**src/rtl/elevator_pkg.sv**
```systemverilog
// +--------------------------------------------------------------------------+
// | elevator_pkg                                                             |
// | Floor/target codes, scheduler state and direction types, pick helper.    |
// | Revision: 1.0                                                            |
// +--------------------------------------------------------------------------+
`default_nettype none

package elevator_pkg;

  localparam logic [1:0] FLOOR1     = 2'b00;
  localparam logic [1:0] FLOOR2     = 2'b01;
  localparam logic [1:0] FLOOR3     = 2'b10;
  localparam logic [1:0] EA_INVALID = 2'b11;

  localparam logic [1:0] TGT_FLOOR1 = 2'b00;
  localparam logic [1:0] TGT_FLOOR2 = 2'b01;
  localparam logic [1:0] TGT_FLOOR3 = 2'b10;
  localparam logic [1:0] HOLD       = 2'b11;

  typedef enum logic [1:0] {
    IDLE      = 2'b00,
    DOOR_OPEN = 2'b01,
    MOVING    = 2'b10
  } sched_state_t;

  typedef enum logic {
    DIR_UP   = 1'b0,
    DIR_DOWN = 1'b1
  } dir_t;

  // Returns {found, floor}: nearest pending floor strictly beyond cur in dir.
  function automatic logic [2:0] nearest_pending(input logic [2:0] pend,
                                                 input logic [1:0] cur,
                                                 input dir_t       dir);
    logic [2:0] r;
    r = 3'b000;
    for (int i = 0; i < 3; i++) begin
      if (dir == DIR_UP) begin
        if (pend[i] && (i > int'(cur)) && !r[2]) r = {1'b1, 2'(i)};
      end else begin
        if (pend[i] && (i < int'(cur))) r = {1'b1, 2'(i)};
      end
    end
    return r;
  endfunction

endpackage

`default_nettype wire

```
**src/rtl/elevator_call_sched_if.sv**
```systemverilog
// +--------------------------------------------------------------------------+
// | elevator_call_sched_if                                                   |
// | Call buttons, floor feedback and FSM control lines of the scheduler.     |
// | Revision: 1.0                                                            |
// +--------------------------------------------------------------------------+
`default_nettype none

interface elevator_call_sched_if;
  logic [2:0] call_btn;
  logic [1:0] EA;
  logic       P;
  logic       B0;
  logic       B1;
  logic [2:0] pending;
  logic       door_open;

  modport master (output call_btn, EA, input P, B0, B1, pending, door_open);
  modport slave  (input call_btn, EA, output P, B0, B1, pending, door_open);
endinterface

`default_nettype wire

```
**src/rtl/elevator_call_sched_call_latch.sv**
```systemverilog
// +--------------------------------------------------------------------------+
// | call_latch                                                               |
// | Optional 2-flop button synchronizer (ELEV_CALL_SYNC_EN), rising-edge     |
// | detect and pending-call register with per-bit clear.                     |
// | Revision: 1.0                                                            |
// +--------------------------------------------------------------------------+
`default_nettype none

module call_latch #(
  parameter int WIDTH = 3
) (
  input  wire logic             clk,
  input  wire logic             reset,
  input  wire logic [WIDTH-1:0] i_btn,
  input  wire logic [WIDTH-1:0] i_clr,
  output logic      [WIDTH-1:0] o_rise,
  output logic      [WIDTH-1:0] o_pending
);

  logic [WIDTH-1:0] w_btn;
  logic [WIDTH-1:0] r_btn_d;
  logic [WIDTH-1:0] r_pending;

`ifdef ELEV_CALL_SYNC_EN
  logic [WIDTH-1:0] r_sync1;
  logic [WIDTH-1:0] r_sync2;

  always_ff @(posedge clk) begin
    if (reset) begin
      r_sync1 <= '0;
      r_sync2 <= '0;
    end else begin
      r_sync1 <= i_btn;
      r_sync2 <= r_sync1;
    end
  end

  assign w_btn = r_sync2;
`else
  assign w_btn = i_btn;
`endif

  assign o_rise = w_btn & ~r_btn_d;

  // Clear is applied after set so a served floor's same-cycle press is dropped.
  always_ff @(posedge clk) begin
    if (reset) begin
      r_btn_d   <= '0;
      r_pending <= '0;
    end else begin
      r_btn_d   <= w_btn;
      r_pending <= (r_pending | o_rise) & ~i_clr;
    end
  end

  assign o_pending = r_pending;

endmodule

`default_nettype wire

```
**src/rtl/elevator_call_sched.sv**
```systemverilog
// +--------------------------------------------------------------------------+
// | elevator_call_sched                                                      |
// | Collective up/down call scheduler and door timer for mef_elevator.       |
// | Option macro: ELEV_CALL_SYNC_EN (button synchronizer in call_latch).     |
// | Revision: 1.0                                                            |
// +--------------------------------------------------------------------------+
`default_nettype none

module elevator_call_sched
  import elevator_pkg::*;
#(
  parameter int DOOR_CYC = 8
) (
  input wire logic            clk,
  input wire logic            reset,
  elevator_call_sched_if.slave bus
);

  localparam logic [7:0] c_door_cyc = 8'(DOOR_CYC);

  sched_state_t r_state, w_state_nxt;
  dir_t         r_dir, w_dir_nxt, w_dir_rev;
  logic [1:0]   r_target, w_target_nxt;
  logic [7:0]   r_timer, w_timer_nxt;
  logic         r_p, r_b0, r_b1, r_door_open;

  logic [2:0]   w_clr, w_rise, w_pending;
  logic [2:0]   w_cur_mask, w_tgt_mask;
  logic [2:0]   w_sel_fwd, w_sel_rev;
  logic         w_ea_valid, w_cur_pend, w_cur_rise;

  call_latch #(.WIDTH(3)) u_call_latch (
    .clk       (clk),
    .reset     (reset),
    .i_btn     (bus.call_btn),
    .i_clr     (w_clr),
    .o_rise    (w_rise),
    .o_pending (w_pending)
  );

  assign w_ea_valid = (bus.EA != EA_INVALID);
  assign w_cur_mask = w_ea_valid ? (3'b001 << bus.EA) : 3'b000;
  assign w_tgt_mask = 3'b001 << r_target;
  assign w_cur_pend = |(w_pending & w_cur_mask);
  assign w_cur_rise = |(w_rise & w_cur_mask);
  assign w_dir_rev  = (r_dir == DIR_UP) ? DIR_DOWN : DIR_UP;
  assign w_sel_fwd  = nearest_pending(w_pending, bus.EA, r_dir);
  assign w_sel_rev  = nearest_pending(w_pending, bus.EA, w_dir_rev);

  always_comb begin
    w_state_nxt  = r_state;
    w_dir_nxt    = r_dir;
    w_target_nxt = r_target;
    w_timer_nxt  = r_timer;
    w_clr        = 3'b000;
    case (r_state)
      IDLE: begin
        if (w_ea_valid) begin
          if (w_cur_pend) begin
            w_clr       = w_cur_mask;
            w_timer_nxt = c_door_cyc;
            w_state_nxt = DOOR_OPEN;
          end else if (|w_pending) begin
            if (w_sel_fwd[2]) begin
              w_target_nxt = w_sel_fwd[1:0];
            end else begin
              w_target_nxt = w_sel_rev[1:0];
              w_dir_nxt    = w_dir_rev;
            end
            w_state_nxt = MOVING;
          end
        end
      end
      DOOR_OPEN: begin
        if (w_cur_rise) begin
          w_clr       = w_cur_mask;
          w_timer_nxt = c_door_cyc;
        end else if (r_timer <= 8'd1) begin
          w_timer_nxt = 8'd0;
          w_state_nxt = IDLE;
        end else begin
          w_timer_nxt = r_timer - 8'd1;
        end
      end
      MOVING: begin
        // EA is already registered by the floor FSM, so it is compared directly.
        if (w_ea_valid && (bus.EA == r_target)) begin
          w_clr       = w_tgt_mask;
          w_timer_nxt = c_door_cyc;
          w_state_nxt = DOOR_OPEN;
        end
      end
      default: w_state_nxt = IDLE;
    endcase
  end

  always_ff @(posedge clk) begin
    if (reset) begin
      r_state     <= IDLE;
      r_dir       <= DIR_UP;
      r_target    <= FLOOR1;
      r_timer     <= 8'd0;
      r_p         <= 1'b0;
      r_b0        <= HOLD[1];
      r_b1        <= HOLD[0];
      r_door_open <= 1'b1;
    end else begin
      r_state     <= w_state_nxt;
      r_dir       <= w_dir_nxt;
      r_target    <= w_target_nxt;
      r_timer     <= w_timer_nxt;
      r_p         <= (w_state_nxt == MOVING);
      r_door_open <= (w_state_nxt != MOVING);
      {r_b0, r_b1} <= (w_state_nxt == MOVING) ? w_target_nxt : HOLD;
    end
  end

  assign bus.P         = r_p;
  assign bus.B0        = r_b0;
  assign bus.B1        = r_b1;
  assign bus.door_open = r_door_open;
  assign bus.pending   = w_pending;

endmodule

`default_nettype wire
```
**src/flat_wrapper.sv**
```systemverilog
// flat-port wrapper written by rule: the top's interface ports become plain ports
module elevator_call_sched_flat import elevator_pkg::*;
#(
  parameter int DOOR_CYC = 8
)
  (clk, reset, bus_call_btn, bus_EA, bus_P, bus_B0, bus_B1, bus_pending, bus_door_open);
  elevator_call_sched_if bus_i ();
  input wire logic clk;
  input wire logic reset;
  input wire logic [$bits(bus_i.call_btn)-1:0] bus_call_btn;
  input wire logic [$bits(bus_i.EA)-1:0] bus_EA;
  output wire logic [$bits(bus_i.P)-1:0] bus_P;
  output wire logic [$bits(bus_i.B0)-1:0] bus_B0;
  output wire logic [$bits(bus_i.B1)-1:0] bus_B1;
  output wire logic [$bits(bus_i.pending)-1:0] bus_pending;
  output wire logic [$bits(bus_i.door_open)-1:0] bus_door_open;
  assign bus_i.call_btn = bus_call_btn;
  assign bus_i.EA = bus_EA;
  assign bus_P = bus_i.P;
  assign bus_B0 = bus_i.B0;
  assign bus_B1 = bus_i.B1;
  assign bus_pending = bus_i.pending;
  assign bus_door_open = bus_i.door_open;
  elevator_call_sched #(.DOOR_CYC(DOOR_CYC)) u_core (.clk(clk), .reset(reset), .bus(bus_i));
endmodule
```
**config.mk**
```make
export PLATFORM = sky130hd
export DESIGN_NAME = elevator_call_sched_flat
export DESIGN_NICKNAME = d
export VERILOG_FILES = /design/src/rtl/elevator_pkg.sv /design/src/rtl/elevator_call_sched_if.sv /design/src/rtl/elevator_call_sched_call_latch.sv /design/src/rtl/elevator_call_sched.sv /design/src/flat_wrapper.sv
export SDC_FILE = /design/constraint.sdc
export NUM_CORES = 1
export LEC_CHECK = 0
export CAP_MARGIN = 20
export CORE_MARGIN = 2
export CORE_UTILIZATION = 50
export CTS_CLUSTER_SIZE = 40
export DETAILED_ROUTE_END_ITERATION = 7
export PLACE_DENSITY = 0.75
export SETUP_SLACK_MARGIN = 0.02
export SLEW_MARGIN = 5
export SYNTH_ARGS = -nofsm -noshare
export SYNTH_HDL_FRONTEND = slang
export SYNTH_SLANG_ARGS = --single-unit
```
**constraint.sdc**
```tcl
create_clock -name clk -period 1.76 [get_ports clk]
set_clock_uncertainty 0.15 [all_clocks]
set_input_delay 0.352 -clock clk [delete_from_list [all_inputs] [get_ports clk]]
set_output_delay 0.352 -clock clk [all_outputs]
set_load 0.03 [all_outputs]
```
==> results of run 1 <==
-- sequential cells by signal, indices dropped and copies added (netlist names) --
register / flops
u_core.r_dir: 1
u_core.bus.door_open: 1
u_core.r_timer: 8
u_core.u_call_latch.r_btn_d: 3
u_core.u_call_latch.o_pending: 3
u_core.bus.B1: 1
u_core.bus.P: 1
u_core.r_target: 2
u_core.bus.B0: 1
u_core.r_state: 2
-- power breakdown --
part	switching [W]	total [W]	internal, W	leakage (nW)
Combinational	0.000542	0.00116	0.000618	0.569
Clock	0.000166	0.000251	0.0000851	0.0177
Sequential	0.0000869	0.000689	0.000602	0.193
-- cell usage after synthesis (2+ instances only) --
library cell | count | share of area
sky130_fd_sc_hd__dfxtp_1 | 23 | 0.35
sky130_fd_sc_hd__nand2_1 | 12 | 0.034
sky130_fd_sc_hd__nor2_1 | 12 | 0.034
sky130_fd_sc_hd__inv_1 | 11 | 0.032
sky130_fd_sc_hd__a21oi_1 | 10 | 0.038
sky130_fd_sc_hd__nor2b_1 | 7 | 0.033
sky130_fd_sc_hd__nor3_1 | 7 | 0.027
sky130_fd_sc_hd__a21o_1 | 4 | 0.023
sky130_fd_sc_hd__or3_1 | 4 | 0.019
sky130_fd_sc_hd__a211oi_1 | 3 | 0.017
sky130_fd_sc_hd__a21oi_2 | 3 | 0.020
sky130_fd_sc_hd__mux2i_1 | 3 | 0.023
sky130_fd_sc_hd__o21ai_0 | 3 | 0.011
sky130_fd_sc_hd__o21ai_1 | 3 | 0.011
sky130_fd_sc_hd__o31ai_1 | 3 | 0.017
sky130_fd_sc_hd__a221oi_1 | 2 | 0.013
sky130_fd_sc_hd__a31oi_1 | 2 | 0.0096
sky130_fd_sc_hd__buf_2 | 2 | 0.0077
sky130_fd_sc_hd__buf_4 | 2 | 0.011
sky130_fd_sc_hd__buf_6 | 2 | 0.017
sky130_fd_sc_hd__clkbuf_1 | 2 | 0.0057
sky130_fd_sc_hd__ha_1 | 2 | 0.019
sky130_fd_sc_hd__nand2b_1 | 2 | 0.0096
sky130_fd_sc_hd__nand3_1 | 2 | 0.0077
-- layout make-up --
type | instances | area share
tap | 30 | 0.0199
inverter | 12 | 0.0239
sequential | 23 | 0.254
clock buffer | 3 | 0.0119
multi-input combinational | 111 | 0.463
timing repair buffer | 52 | 0.224
clock inverter | 1 | 0.00265
-- worst reg2reg max path, delay by kind of cell, from the launching register on --
family	cells	cell delay [ns]
AOI/OAI and AO/OA	3	0.45
DFF	1	0.35
and+or+nand+nor	1	0.20
buffers and inverters	3	0.44
adders and majority gates	1	0.15
-- layout by cell type, fill, tap and decap left out, types with 3 or more instances in the layout --
master,synthesis,routed
sky130_fd_sc_hd__a211oi_1,3,3
sky130_fd_sc_hd__a21o_1,4,4
sky130_fd_sc_hd__a21oi_1,10,7
sky130_fd_sc_hd__a21oi_2,3,6
sky130_fd_sc_hd__buf_4,2,35
sky130_fd_sc_hd__buf_6,2,3
sky130_fd_sc_hd__clkbuf_4,0,3
sky130_fd_sc_hd__dfxtp_1,23,16
sky130_fd_sc_hd__dfxtp_2,0,3
sky130_fd_sc_hd__dfxtp_4,0,4
sky130_fd_sc_hd__dlygate4sd2_1,0,9
sky130_fd_sc_hd__inv_1,11,9
sky130_fd_sc_hd__inv_2,1,3
sky130_fd_sc_hd__nand2_1,12,10
sky130_fd_sc_hd__nor2_1,12,12
sky130_fd_sc_hd__nor2b_1,7,5
sky130_fd_sc_hd__nor3_1,7,7
sky130_fd_sc_hd__o21ai_1,3,3
sky130_fd_sc_hd__o31ai_1,3,3
sky130_fd_sc_hd__or3_1,4,3
-- cells by family (layout without fill, tap and decap cells) --
kind of cell               count (synthesis)  count (layout)  share of synthesized area
muxes                                      3               3                     0.0230
xor gates and xnor gates                   1               1                    0.00670
adders and majority gates                  2               2                     0.0191
AOI/OAI and AO/OA                         48              48                      0.270
DFF                                       23              23                      0.352
and+or+nand+nor                           57              57                      0.253
buffers and inverters                     20              68                     0.0766
-- metal layers --
| metal | wire [µm] | global-route usage | vias to the layer above |
|---|---|---|---|
| li1 | - | - | 658 |
| met1 | 1650 | 0.332 | 632 |
| met2 | 1730 | 0.413 | 41 |
| met3 | 140 | 0.0242 | 8 |
| met4 | 69 | 0.0935 | 0 |
| met5 | 0 | 0 | - |
-- worst max path at each step --
stage,from,endpoint,slack [ns]
after floorplan,bus_EA[0],u_core.r_timer[6],-0.09
after global placement,bus_EA[1],u_core.r_timer[3],-0.59
after detailed placement,bus_EA[1],u_core.r_timer[3],-0.64
after CTS,u_core.r_timer[0],u_core.r_timer[6],-0.02
after global routing,bus_EA[0],u_core.r_timer[5],-0.11
final,u_core.r_timer[0],u_core.r_timer[2],-0.02
-- through the flow --
step           setup slack, ns  instances
5_1_grt                 -0.110        232
6_report               -0.0202        232
4_1_cts                -0.0214        229
3_3_place_gp            -0.586        218
3_5_place_dp            -0.640        218
2_1_floorplan          -0.0888        154
-- what timing repair did --
item | CTS | global route
hold endpoints to repair | 0 | 0
setup endpoints to repair | 26 | 16
pin swaps | 13 | 5
gates resized for setup | 31 | 20
buffers inserted | 7 | 3
==> flow_summary.html, run 1 <==
<table>
<tr><th>Metric</th><th>Value</th></tr>
<tr><th colspan="2">Yosys</th></tr>
<tr><td>Per-instance average area after synthesis</td><td>8.49 µm²</td></tr>
<tr><td>Number of flops mapped to enable cells by yosys</td><td>0</td></tr>
<tr><td>Area of the mapped netlist</td><td>1310 µm²</td></tr>
<tr><td>Unique masters post-synth</td><td>52</td></tr>
<tr><td>Share of synthesized area occupied by flip-flops and latches</td><td>0.352</td></tr>
<tr><td>Cell count after synthesis</td><td>154</td></tr>
<tr><td>Count of yosys warnings during synthesis</td><td>0</td></tr>
<tr><td>Register bit count reported by yosys</td><td>23</td></tr>
<tr><td>Share of synthesized flip-flops with an asynchronous set or reset</td><td>0</td></tr>
<tr><td>Most instantiated flip-flop cell in the synthesis netlist</td><td>sky130_fd_sc_hd__dfxtp_1</td></tr>
<tr><td>Syn_nets</td><td>163</td></tr>
<tr><th colspan="2">Critical path</th></tr>
<tr><td>Launching point of the worst reg2reg path</td><td>u_core.r_timer[0]</td></tr>
<tr><td>Crit-path max cell delay</td><td>0.35 ns</td></tr>
<tr><td>Internal reg-to-reg setup slack</td><td>-0.02 ns</td></tr>
<tr><td>Required time reported for the critical path endpoint</td><td>1.86 ns</td></tr>
<tr><td>Buffers &amp; Inverters on Critical Path</td><td>3</td></tr>
<tr><td>Critical Path Sink Type</td><td>flip-flop</td></tr>
<tr><td>Endpoint of the lowest-slack register-to-register path</td><td>u_core.r_timer[2]</td></tr>
<tr><td>Crit-path leading delay family</td><td>buffers and inverters</td></tr>
<tr><td>Worst Path Class, Setup</td><td>flip-flop to flip-flop</td></tr>
<tr><td>Ordered cell list for the critical path</td><td>buf_6 &gt; ha_4 &gt; o211a_4 &gt; buf_6 &gt; nor4_4 &gt; buf_4 &gt; o21ai_2 &gt; a21oi_2</td></tr>
<tr><td>Logic depth of the worst path, buffers included</td><td>8</td></tr>
<tr><td>Arrival time of the worst setup path</td><td>1.88 ns</td></tr>
<tr><td>Count of cells along the worst register-to-register path</td><td>8</td></tr>
<tr><td>Cell at the slowest stage of the critical path</td><td>sky130_fd_sc_hd__dfxtp_2</td></tr>
<tr><td>Maximum fanout count along the critical path</td><td>3</td></tr>
<tr><td>Nature of the critical path startpoint</td><td>flip-flop</td></tr>
<tr><td>Critical Path Most Common Cell</td><td>sky130_fd_sc_hd__buf_6</td></tr>
<tr><th colspan="2">Pwr</th></tr>
<tr><td>VDD IR max</td><td>832 µV</td></tr>
<tr><td>Leak</td><td>0.780 nW</td></tr>
<tr><td>Total power consumption of the routed design</td><td>0.00210 W</td></tr>
<tr><td>Total power divided by cell area</td><td>1110 nW/µm²</td></tr>
<tr><th colspan="2">Drt</th></tr>
<tr><td>Detailed router's first-iteration violation count</td><td>26</td></tr>
<tr><td>Total vias in the final route</td><td>1,339</td></tr>
<tr><td>First-pass DRT Iterations</td><td>4</td></tr>
<tr><td>Ratio of routed vias to standard cells</td><td>5.77</td></tr>
<tr><td>Total DRC errors in the routed layout</td><td>0</td></tr>
<tr><td>Final wirelength</td><td>3600 µm</td></tr>
<tr><td>Antenna-violating nets left</td><td>0</td></tr>
<tr><td>Detailed-route wire length per cell</td><td>15.5 µm</td></tr>
<tr><th colspan="2">STA</th></tr>
<tr><td>Fin. max-slew vios</td><td>0</td></tr>
<tr><td>Clock period minus worst slack</td><td>1.78 ns</td></tr>
<tr><td>Setup Viol. Count Final</td><td>3</td></tr>
<tr><td>Slew Limit Headroom</td><td>0.760</td></tr>
<tr><td>Final period utilization</td><td>1.01</td></tr>
<tr><td>Achievable frequency</td><td>562 MHz</td></tr>
<tr><td>Setup TNS</td><td>-0.0379 ns</td></tr>
<tr><td>Post-route worst setup slack</td><td>-0.0202 ns</td></tr>
<tr><td>Transition at the pin with the smallest max-transition slack</td><td>0.357 ns</td></tr>
<tr><td>Tightest hold margin</td><td>0.244 ns</td></tr>
<tr><td>Unrepaired setup endpoints after global routing</td><td>true</td></tr>
<tr><td>Final Hold Vio Count</td><td>0</td></tr>
<tr><th colspan="2">Finish</th></tr>
<tr><td>Share of the core filled with cells</td><td>0.761</td></tr>
<tr><td>Layout cell share with drive strength beyond 1</td><td>0.416</td></tr>
<tr><td>Area growth from synthesis to layout</td><td>44.2%</td></tr>
<tr><td>Filler Cells Inserted</td><td>175</td></tr>
<tr><td>Diodes inserted</td><td>0</td></tr>
<tr><td>Post-route cell area</td><td>1890 µm²</td></tr>
<tr><td>Area of combinational cells with multiple inputs</td><td>873 µm²</td></tr>
<tr><td>Final #Nets</td><td>212</td></tr>
<tr><td>Sequential Area</td><td>479 µm²</td></tr>
<tr><th colspan="2">GRT</th></tr>
<tr><td>First-pass GRT wire length</td><td>5400 µm</td></tr>
<tr><td>Initial antenna violation count</td><td>0</td></tr>
<tr><td>Final global-route overflow total</td><td>0</td></tr>
<tr><td>Pin count of the biggest net entering global routing</td><td>14</td></tr>
<tr><td>Number of global-route vias before repair</td><td>1,201</td></tr>
<tr><td>Overall routing resource usage</td><td>0.248</td></tr>
<tr><th colspan="2">Min path</th></tr>
<tr><td>Hold path cells</td><td>2</td></tr>
<tr><td>Worst hold path startpoint</td><td>bus_call_btn[0]</td></tr>
<tr><td>Endpoint of the worst hold path</td><td>u_core.u_call_latch.r_btn_d[0]</td></tr>
<tr><td>Worst hold-check path type</td><td>primary input to flip-flop</td></tr>
<tr><th colspan="2">Status</th></tr>
<tr><td>Failing checks</td><td>negative setup slack</td></tr>
<tr><td>Status</td><td>finished with violations</td></tr>
<tr><th colspan="2">Placement</th></tr>
<tr><td>Detailed-placement wirelength estimate</td><td>2400 µm</td></tr>
<tr><td>Placed cell areas</td><td>1650 µm²</td></tr>
<tr><td>Port-buffer cells</td><td>13</td></tr>
<tr><td>Weighted congestion at the end of routability-driven global placement</td><td>0.869</td></tr>
<tr><th colspan="2">Clock tree</th></tr>
<tr><td>Later-pin clock latency in the skew report</td><td>0.32 ns</td></tr>
<tr><td>CTS HTree Levels</td><td>1</td></tr>
<tr><td>TritonCTS buffer count</td><td>3</td></tr>
<tr><td>CTS Sinks</td><td>23</td></tr>
<tr><td>CTS root buffer</td><td>sky130_fd_sc_hd__clkbuf_4</td></tr>
<tr><td>Max clock buf depth</td><td>2</td></tr>
<tr><td>Hold bufs inserted after CTS</td><td>0</td></tr>
<tr><td>Clock tree from TritonCTS</td><td>yes</td></tr>
<tr><td>Clk pin slew, worst setup/hold paths</td><td>0.12 ns</td></tr>
<tr><th colspan="2">Run</th></tr>
<tr><td>Number of maximum-capacitance constraint violations</td><td>0</td></tr>
<tr><th colspan="2">Die</th></tr>
<tr><td>Initial cell density of the core</td><td>0.528</td></tr>
<tr><td>Vert. Die Dim</td><td>55.1 µm</td></tr>
<tr><td>Core Rows</td><td>18</td></tr>
<tr><td>Die ar.</td><td>3040 µm²</td></tr>
<tr><td>Floorplan die width</td><td>55.1 µm</td></tr>
<tr><td>Core region area</td><td>2480 µm²</td></tr>
<tr><td>Number of I/O pins</td><td>14</td></tr>
</table>
Note: power is estimated with default switching activity, not from simulation.
==> run 2, diff against run 1 <==
--- a/config.mk
+++ b/config.mk
@@ -7,10 +7,10 @@
 export LEC_CHECK = 0
 export CAP_MARGIN = 20
 export CORE_MARGIN = 2
-export CORE_UTILIZATION = 50
+export CORE_UTILIZATION = 45
 export CTS_CLUSTER_SIZE = 40
 export DETAILED_ROUTE_END_ITERATION = 7
-export PLACE_DENSITY = 0.75
+export PLACE_DENSITY = 0.68
 export SETUP_SLACK_MARGIN = 0.02
 export SLEW_MARGIN = 5
 export SYNTH_ARGS = -nofsm -noshare
==> flow_summary.html, run 2 (synthesis gave the netlist of run 1 again) <==
<table>
<tr><th>Metric</th><th>Value</th></tr>
<tr><th colspan="2">Pwr</th></tr>
<tr><td>Net switching fraction of the power</td><td>0.377 (-0.00123)</td></tr>
<tr><td>VDD IR max</td><td>888 µV (+6.8%)</td></tr>
<tr><td>Logic pwr share</td><td>0.559 (+0.007)</td></tr>
<tr><td>Total power consumption of the routed design</td><td>0.00213 W (+1.2%)</td></tr>
<tr><td>Total power divided by cell area</td><td>1130 nW/µm² (+1.5%)</td></tr>
<tr><td>Power share of the sequential group</td><td>0.318 (-0.010)</td></tr>
<tr><td>Fraction of power consumed by the clock network</td><td>0.123 (+0.003)</td></tr>
<tr><td>Sw power</td><td>0.000802 W (+0.84%)</td></tr>
<tr><td>Total internal power</td><td>0.00132 W (+1.4%)</td></tr>
<tr><td>Leak</td><td>0.788 nW (+1.1%)</td></tr>
<tr><th colspan="2">STA</th></tr>
<tr><td>Clock period minus worst slack</td><td>1.80 ns (+0.0169 ns)</td></tr>
<tr><td>Final Hold Vio Count</td><td>0 (unchanged)</td></tr>
<tr><td>Transition at the pin with the smallest max-transition slack</td><td>0.334 ns (-0.0230 ns)</td></tr>
<tr><td>Setup Viol. Count Final</td><td>5 (+2)</td></tr>
<tr><td>Final period utilization</td><td>1.02 (+0.00962)</td></tr>
<tr><td>Fin. max-slew vios</td><td>0 (unchanged)</td></tr>
<tr><td>Slew Limit Headroom</td><td>0.776 (+0.0158)</td></tr>
<tr><td>Achievable frequency</td><td>556 MHz (-0.94%)</td></tr>
<tr><td>Unrepaired setup endpoints after global routing</td><td>true</td></tr>
<tr><td>Post-route worst setup slack</td><td>-0.0371 ns (-0.0169 ns)</td></tr>
<tr><th colspan="2">Die</th></tr>
<tr><td>Vert. Die Dim</td><td>57.9 µm (+5.0%)</td></tr>
<tr><td>Core region area</td><td>2760 µm² (+11%)</td></tr>
<tr><td>Core Rows</td><td>19 (+1)</td></tr>
<tr><td>Die ar.</td><td>3350 µm² (+10%)</td></tr>
<tr><td>Number of I/O pins</td><td>14 (unchanged)</td></tr>
<tr><td>Floorplan die width</td><td>57.9 µm (+5.0%)</td></tr>
<tr><td>Initial cell density of the core</td><td>0.474 (-0.0536)</td></tr>
<tr><th colspan="2">Clock tree</th></tr>
<tr><td>Clk pin slew, worst setup/hold paths</td><td>0.14 ns (+0.02 ns)</td></tr>
<tr><td>Hold bufs inserted after CTS</td><td>0 (unchanged)</td></tr>
<tr><td>TritonCTS buffer count</td><td>3 (unchanged)</td></tr>
<tr><td>Later-pin clock latency in the skew report</td><td>0.32 ns (about the same)</td></tr>
<tr><td>Clock tree from TritonCTS</td><td>yes</td></tr>
<tr><td>CTS HTree Levels</td><td>1 (unchanged)</td></tr>
<tr><td>CTS Sinks</td><td>23 (unchanged)</td></tr>
<tr><td>CTS root buffer</td><td>sky130_fd_sc_hd__clkbuf_4</td></tr>
<tr><td>Max clock buf depth</td><td>2 (unchanged)</td></tr>
<tr><th colspan="2">Critical path</th></tr>
<tr><td>Crit-path max cell delay</td><td>0.36 ns (about the same)</td></tr>
<tr><td>Launching point of the worst reg2reg path</td><td>u_core.r_timer[0]</td></tr>
<tr><td>Internal reg-to-reg setup slack</td><td>-0.04 ns (-0.02 ns)</td></tr>
<tr><td>Critical Path Sink Type</td><td>flip-flop</td></tr>
<tr><td>Buffers &amp; Inverters on Critical Path</td><td>3 (unchanged)</td></tr>
<tr><td>Worst Path Class, Setup</td><td>flip-flop to flip-flop</td></tr>
<tr><td>Nature of the critical path startpoint</td><td>flip-flop</td></tr>
<tr><td>Crit-path leading delay family</td><td>buffers and inverters</td></tr>
<tr><td>Required time reported for the critical path endpoint</td><td>1.88 ns (+0.02 ns)</td></tr>
<tr><td>Ordered cell list for the critical path</td><td>buf_6 &gt; ha_4 &gt; o211a_4 &gt; buf_12 &gt; nor4_4 &gt; buf_4 &gt; nand2b_1 &gt; a21oi_2</td></tr>
<tr><td>Capture point of the worst path</td><td>u_core.r_timer[1]</td></tr>
<tr><td>Logic depth of the worst path, buffers included</td><td>8 (unchanged)</td></tr>
<tr><td>Count of cells along the worst register-to-register path</td><td>8 (unchanged)</td></tr>
<tr><td>Arrival time of the worst setup path</td><td>1.92 ns (+0.04 ns)</td></tr>
<tr><td>Endpoint of the lowest-slack register-to-register path</td><td>u_core.r_timer[1]</td></tr>
<tr><td>Cell at the slowest stage of the critical path</td><td>sky130_fd_sc_hd__dfxtp_2</td></tr>
<tr><td>Maximum fanout count along the critical path</td><td>3 (unchanged)</td></tr>
<tr><td>Launch point of the critical path</td><td>u_core.r_timer[0]</td></tr>
<tr><th colspan="2">Placement</th></tr>
<tr><td>Detailed-placement wirelength estimate</td><td>2370 µm (-1.3%)</td></tr>
<tr><td>Weighted congestion at the end of routability-driven global placement</td><td>0.890 (+2.3%)</td></tr>
<tr><td>Port-buffer cells</td><td>13 (unchanged)</td></tr>
<tr><td>Cells after DPL</td><td>221 (+1.4%)</td></tr>
<tr><th colspan="2">Drt</th></tr>
<tr><td>Ratio of routed vias to standard cells</td><td>5.68 (-1.7%)</td></tr>
<tr><td>Detailed router's first-iteration violation count</td><td>41 (+58%)</td></tr>
<tr><td>Total vias in the final route</td><td>1,328 (-0.82%)</td></tr>
<tr><td>Final wirelength</td><td>3460 µm (-3.9%)</td></tr>
<tr><td>Detailed-route wire length per cell</td><td>14.8 µm (-4.8%)</td></tr>
<tr><td>First-pass DRT Iterations</td><td>4 (unchanged)</td></tr>
<tr><td>Antenna-violating nets left</td><td>0 (unchanged)</td></tr>
<tr><td>Total DRC errors in the routed layout</td><td>0 (unchanged)</td></tr>
<tr><th colspan="2">Min path</th></tr>
<tr><td>Worst hold-check path type</td><td>primary input to flip-flop</td></tr>
<tr><th colspan="2">Status</th></tr>
<tr><td>Status</td><td>finished with violations</td></tr>
<tr><td>Failing checks</td><td>negative setup slack</td></tr>
<tr><th colspan="2">Finish</th></tr>
<tr><td>Filler Cells Inserted</td><td>212 (+21%)</td></tr>
<tr><td>Most used cells in the layout excluding fill and tap cells</td><td>37 x sky130_fd_sc_hd__buf_4, 17 x sky130_fd_sc_hd__dfxtp_1, 12 x sky130_fd_sc_hd__nand2_1</td></tr>
<tr><td>Area of combinational cells with multiple inputs</td><td>861 µm² (-1.4%)</td></tr>
<tr><td>Layout cell share with drive strength beyond 1</td><td>0.384 (-0.0316)</td></tr>
<tr><td>Sequential Area</td><td>473 µm² (-1.3%)</td></tr>
<tr><td>Final Non-Filler Cells</td><td>234 (+0.86%)</td></tr>
<tr><td>Register with the most flip-flops</td><td>u_core.r_timer</td></tr>
<tr><td>Number of flip-flops in the largest register</td><td>8 (unchanged)</td></tr>
<tr><td>Diodes inserted</td><td>0 (unchanged)</td></tr>
<tr><td>Area growth from synthesis to layout</td><td>43.7%</td></tr>
<tr><td>Most common library cell in the layout ignoring fill and taps</td><td>sky130_fd_sc_hd__buf_4</td></tr>
<tr><td>Final #Nets</td><td>213 (+0.47%)</td></tr>
<tr><th colspan="2">GRT</th></tr>
<tr><td>Number of global-route vias before repair</td><td>1,301 (+8.3%)</td></tr>
<tr><td>Pin count of the biggest net entering global routing</td><td>14 (unchanged)</td></tr>
<tr><td>Initial antenna violation count</td><td>0 (unchanged)</td></tr>
<tr><td>Overall routing resource usage</td><td>0.215 (-0.0332)</td></tr>
<tr><td>First-pass GRT wire length</td><td>5730 µm (+6.2%)</td></tr>
<tr><td>Final global-route overflow total</td><td>0 (unchanged)</td></tr>
<tr><th colspan="2">Run</th></tr>
<tr><td>Number of maximum-capacitance constraint violations</td><td>0 (unchanged)</td></tr>
</table>
[run 2: worst reg2reg max path, stage by stage, from the launching register on]
cell and delay [ns]:
sky130_fd_sc_hd__dfxtp_2 0.36, sky130_fd_sc_hd__buf_6 0.12, sky130_fd_sc_hd__ha_4 0.15, sky130_fd_sc_hd__o211a_4 0.26, sky130_fd_sc_hd__buf_12 0.13, sky130_fd_sc_hd__nor4_4 0.21, sky130_fd_sc_hd__buf_4 0.19, sky130_fd_sc_hd__nand2b_1 0.07
sky130_fd_sc_hd__a21oi_2 0.13
[run 2: timing repair]
action,4_1_cts,5_1_grt
setup endpoints to repair,26,14
gates resized for setup,29,13
pin swaps,12,5
buffers inserted,7,2
[run 2: worst min path at each step]
stage	start	slack, ns	depth (start not counted)	to
after global placement	u_core.r_timer[0]	0.31	2	u_core.r_timer[0]
after CTS	bus_call_btn[0]	0.24	2	u_core.u_call_latch.r_btn_d[0]
after detailed placement	u_core.r_timer[0]	0.31	2	u_core.r_timer[0]
after global routing	bus_call_btn[0]	0.26	2	u_core.u_call_latch.r_btn_d[0]
final	bus_call_btn[0]	0.24	2	u_core.u_call_latch.r_btn_d[0]
after floorplan	reset	0.30	1	u_core.bus.P
[run 2: routing by layer]
metal	wire (µm)	global-route usage	vias up
met5	0	0	-
met4	44	0.0498	0
met3	174	0.0313	7
met2	1680	0.375	45
met1	1560	0.281	622
li1	-	-	654
[run 2: final cells by class]
cell class                 count  share of cell area
tap                           31              0.0206
inverter                      12              0.0240
clock inverter                 1             0.00266
multi-input combinational    111               0.458
clock buffer                   3              0.0120
sequential                    23               0.252
timing repair buffer          53               0.231
[run 2: through the flow]
| step | setup TNS [ns] | util | setup slack, ns | area [µm²] | hold WS [ns] |
|---|---|---|---|---|---|
| 2_1_floorplan | -0.178 | - | -0.0888 | 1340 | 0.297 |
| 3_3_place_gp | -10.02 | 0.605 | -0.619 | 1670 | 0.306 |
| 3_5_place_dp | -10.78 | 0.605 | -0.650 | 1670 | 0.315 |
| 4_1_cts | -0.0610 | 0.660 | -0.0390 | 1820 | 0.242 |
| 5_1_grt | -0.596 | 0.681 | -0.105 | 1880 | 0.258 |
| 6_report | -0.105 | 0.681 | -0.0371 | 1880 | 0.236 |
[run 2: power groups by stage]
stage / Clock (W) / Combinational [W] / Sequential (W)
final: 0.000261 / 0.00119 / 0.000676
after floorplan: 0 / 0.000545 / 0.000696
after global placement: 0 / 0.000880 / 0.000675
after global routing: 0.000281 / 0.00128 / 0.000689
after CTS: 0.000268 / 0.00109 / 0.000674
after detailed placement: 0 / 0.000904 / 0.000683
==> run 3, diff against run 2 <==
--- a/config.mk
+++ b/config.mk
@@ -10,6 +10,8 @@
 export CORE_UTILIZATION = 45
 export CTS_CLUSTER_SIZE = 40
 export DETAILED_ROUTE_END_ITERATION = 7
+export HOLD_SLACK_MARGIN = 0.02
+export MAX_ROUTING_LAYER = met4
 export PLACE_DENSITY = 0.68
 export SETUP_SLACK_MARGIN = 0.02
 export SLEW_MARGIN = 5
==> flow_summary.html, run 3 (synthesis gave the netlist of run 1 again) <==
<table>
<tr><th>Metric</th><th>Value</th></tr>
<tr><th colspan="2">Drt</th></tr>
<tr><td>Antenna-violating nets left</td><td>0 (unchanged)</td></tr>
<tr><td>Ratio of routed vias to standard cells</td><td>5.71 (+0.60%)</td></tr>
<tr><td>First-pass DRT Iterations</td><td>4 (unchanged)</td></tr>
<tr><td>Detailed router's first-iteration violation count</td><td>45 (+9.8%)</td></tr>
<tr><td>Detailed-route wire length per cell</td><td>14.7 µm (-0.29%)</td></tr>
<tr><td>Final wirelength</td><td>3450 µm (-0.29%)</td></tr>
<tr><td>Total vias in the final route</td><td>1,336 (+0.60%)</td></tr>
<tr><td>Total DRC errors in the routed layout</td><td>0 (unchanged)</td></tr>
<tr><th colspan="2">Critical path</th></tr>
<tr><td>Required time reported for the critical path endpoint</td><td>1.88 ns (about the same)</td></tr>
<tr><td>Crit-path leading delay family</td><td>buffers and inverters</td></tr>
<tr><td>Launch point of the critical path</td><td>u_core.r_timer[0]</td></tr>
<tr><td>Cell at the slowest stage of the critical path</td><td>sky130_fd_sc_hd__dfxtp_2</td></tr>
<tr><td>Nature of the critical path startpoint</td><td>flip-flop</td></tr>
<tr><td>Arrival time of the worst setup path</td><td>1.92 ns (about the same)</td></tr>
<tr><td>Capture point of the worst path</td><td>u_core.r_timer[1]</td></tr>
<tr><td>Critical Path Sink Type</td><td>flip-flop</td></tr>
<tr><td>Internal reg-to-reg setup slack</td><td>-0.04 ns (about the same)</td></tr>
<tr><td>Count of cells along the worst register-to-register path</td><td>8 (unchanged)</td></tr>
<tr><td>Buffers &amp; Inverters on Critical Path</td><td>3 (unchanged)</td></tr>
<tr><td>Endpoint of the lowest-slack register-to-register path</td><td>u_core.r_timer[1]</td></tr>
<tr><td>Logic depth of the worst path, buffers included</td><td>8 (unchanged)</td></tr>
<tr><td>Ordered cell list for the critical path</td><td>buf_6 &gt; ha_4 &gt; o211a_4 &gt; buf_12 &gt; nor4_4 &gt; buf_4 &gt; nand2b_1 &gt; a21oi_2</td></tr>
<tr><td>Maximum fanout count along the critical path</td><td>3 (unchanged)</td></tr>
<tr><td>Launching point of the worst reg2reg path</td><td>u_core.r_timer[0]</td></tr>
<tr><td>Worst Path Class, Setup</td><td>flip-flop to flip-flop</td></tr>
<tr><td>Crit-path max cell delay</td><td>0.36 ns (about the same)</td></tr>
<tr><th colspan="2">Finish</th></tr>
<tr><td>Final #Nets</td><td>213 (unchanged)</td></tr>
<tr><td>Diodes inserted</td><td>0 (unchanged)</td></tr>
<tr><td>Number of flip-flops in the largest register</td><td>8 (unchanged)</td></tr>
<tr><td>Post-route cell area</td><td>1880 µm² (unchanged)</td></tr>
<tr><td>Layout cell share with drive strength beyond 1</td><td>0.384 (unchanged)</td></tr>
<tr><td>Area growth from synthesis to layout</td><td>43.7% (unchanged)</td></tr>
<tr><td>Most used cells in the layout excluding fill and tap cells</td><td>37 x sky130_fd_sc_hd__buf_4, 17 x sky130_fd_sc_hd__dfxtp_1, 12 x sky130_fd_sc_hd__nand2_1</td></tr>
<tr><td>Share of the core filled with cells</td><td>0.681 (unchanged)</td></tr>
<tr><td>Most common library cell in the layout ignoring fill and taps</td><td>sky130_fd_sc_hd__buf_4</td></tr>
<tr><td>Final Non-Filler Cells</td><td>234 (unchanged)</td></tr>
<tr><td>Register with the most flip-flops</td><td>u_core.r_timer</td></tr>
<tr><td>Filler Cells Inserted</td><td>212 (unchanged)</td></tr>
<tr><th colspan="2">Die</th></tr>
<tr><td>Core region area</td><td>2760 µm² (unchanged)</td></tr>
<tr><td>Core Rows</td><td>19 (unchanged)</td></tr>
<tr><td>Number of I/O pins</td><td>14 (unchanged)</td></tr>
<tr><td>Initial cell density of the core</td><td>0.474 (unchanged)</td></tr>
<tr><td>Die ar.</td><td>3350 µm² (unchanged)</td></tr>
<tr><td>Floorplan die width</td><td>57.9 µm (unchanged)</td></tr>
<tr><td>Vert. Die Dim</td><td>57.9 µm (unchanged)</td></tr>
<tr><th colspan="2">Status</th></tr>
<tr><td>Failing checks</td><td>negative setup slack</td></tr>
<tr><td>Status</td><td>finished with violations</td></tr>
<tr><th colspan="2">Clock tree</th></tr>
<tr><td>TritonCTS buffer count</td><td>3 (unchanged)</td></tr>
<tr><td>Clk pin slew, worst setup/hold paths</td><td>0.14 ns (about the same)</td></tr>
<tr><td>CTS HTree Levels</td><td>1 (unchanged)</td></tr>
<tr><td>CTS root buffer</td><td>sky130_fd_sc_hd__clkbuf_4</td></tr>
<tr><td>CTS Sinks</td><td>23 (unchanged)</td></tr>
<tr><td>Later-pin clock latency in the skew report</td><td>0.32 ns (about the same)</td></tr>
<tr><td>Max clock buf depth</td><td>2 (unchanged)</td></tr>
<tr><td>Clock tree from TritonCTS</td><td>yes</td></tr>
<tr><th colspan="2">Min path</th></tr>
<tr><td>Worst hold-check path type</td><td>primary input to flip-flop</td></tr>
<tr><th colspan="2">Pwr</th></tr>
<tr><td>VDD IR max</td><td>888 µV (about the same)</td></tr>
<tr><td>Leak</td><td>0.788 nW (unchanged)</td></tr>
<tr><td>Total power divided by cell area</td><td>1130 nW/µm² (about the same)</td></tr>
<tr><th colspan="2">Placement</th></tr>
<tr><td>Port-buffer cells</td><td>13 (unchanged)</td></tr>
<tr><td>Placed cell areas</td><td>1670 µm² (unchanged)</td></tr>
<tr><td>Cells after DPL</td><td>221 (unchanged)</td></tr>
<tr><td>Detailed-placement wirelength estimate</td><td>2370 µm (unchanged)</td></tr>
<tr><td>Weighted congestion at the end of routability-driven global placement</td><td>0.905 (+1.7%)</td></tr>
<tr><th colspan="2">STA</th></tr>
<tr><td>Slew Limit Headroom</td><td>0.776 (unchanged)</td></tr>
<tr><td>Clock period minus worst slack</td><td>1.80 ns (+0.000133 ns)</td></tr>
<tr><td>Final period utilization</td><td>1.02 (about the same)</td></tr>
<tr><td>Setup Viol. Count Final</td><td>5 (unchanged)</td></tr>
<tr><td>Achievable frequency</td><td>556 MHz (about the same)</td></tr>
<tr><td>Final Hold Vio Count</td><td>0 (unchanged)</td></tr>
<tr><td>Transition at the pin with the smallest max-transition slack</td><td>0.334 ns (unchanged)</td></tr>
<tr><td>Tightest hold margin</td><td>0.236 ns (-0.0000790 ns)</td></tr>
<tr><td>Post-route worst setup slack</td><td>-0.0372 ns (-0.000133 ns)</td></tr>
<tr><td>Fin. max-slew vios</td><td>0 (unchanged)</td></tr>
<tr><td>Unrepaired setup endpoints after global routing</td><td>true</td></tr>
<tr><th colspan="2">GRT</th></tr>
<tr><td>Overall routing resource usage</td><td>0.222 (+0.00651)</td></tr>
<tr><td>Pin count of the biggest net entering global routing</td><td>14 (unchanged)</td></tr>
<tr><td>First-pass GRT wire length</td><td>5730 µm (unchanged)</td></tr>
<tr><td>Number of global-route vias before repair</td><td>1,301 (unchanged)</td></tr>
<tr><td>Initial antenna violation count</td><td>0 (unchanged)</td></tr>
<tr><td>Final global-route overflow total</td><td>0 (unchanged)</td></tr>
<tr><th colspan="2">Run</th></tr>
<tr><td>Number of maximum-capacitance constraint violations</td><td>0 (unchanged)</td></tr>
</table>
## run 3: area by class of cell
class	count	area (µm²)	area share
Multi-Input combinational cell	111	861	0.458
Sequential cell	23	473	0.252
Tap cell	31	38.8	0.0206
Timing Repair Buffer	53	434	0.231
Clock inverter	1	5.00	0.00266
Clock buffer	3	22.5	0.0120
Inverter	12	45.0	0.0240
## run 3: report_power, final
group          internal (W)  leakage, nW  total (W)  switching [W]
Clock             0.0000853       0.0177   0.000261       0.000176
Combinational      0.000638        0.579    0.00119       0.000549
Sequential         0.000600        0.191   0.000677      0.0000770
## run 3: what timing repair did
item,CTS,global route
setup endpoints to repair,26,14
gates resized for setup,29,13
endpoints found under the hold margin,0,0
buffers inserted,7,2
pin swaps,12,5
hold buffers,0,0
## run 3: stage by stage
stage          setup TNS, ns  total power [W]  setup slack (ns)
2_1_floorplan         -0.178          0.00124           -0.0888
3_3_place_gp          -10.02          0.00155            -0.619
3_5_place_dp          -10.78          0.00159            -0.650
4_1_cts              -0.0610          0.00203           -0.0390
5_1_grt               -0.596          0.00225            -0.105
6_report              -0.105          0.00212           -0.0372
## run 3: how the worst min path moves through the flow
stage                     cells after the start               from                        endpoint  slack (ns)
after CTS                                     2    bus_call_btn[0]  u_core.u_call_latch.r_btn_d[0]        0.24
after global routing                          2    bus_call_btn[0]  u_core.u_call_latch.r_btn_d[0]        0.26
after floorplan                               1              reset                    u_core.bus.P        0.30
final                                         2    bus_call_btn[0]  u_core.u_call_latch.r_btn_d[0]        0.24
after global placement                        2  u_core.r_timer[0]               u_core.r_timer[0]        0.31
after detailed placement                      2  u_core.r_timer[0]               u_core.r_timer[0]        0.31
## run 3: layer usage
metal / vias up / routed length, µm / track usage
met5: - / 0 / -
met4: 0 / 44 / 0.0498
met3: 7 / 182 / 0.0313
met2: 44 / 1660 / 0.375
met1: 631 / 1560 / 0.281
li1: 654 / - / -
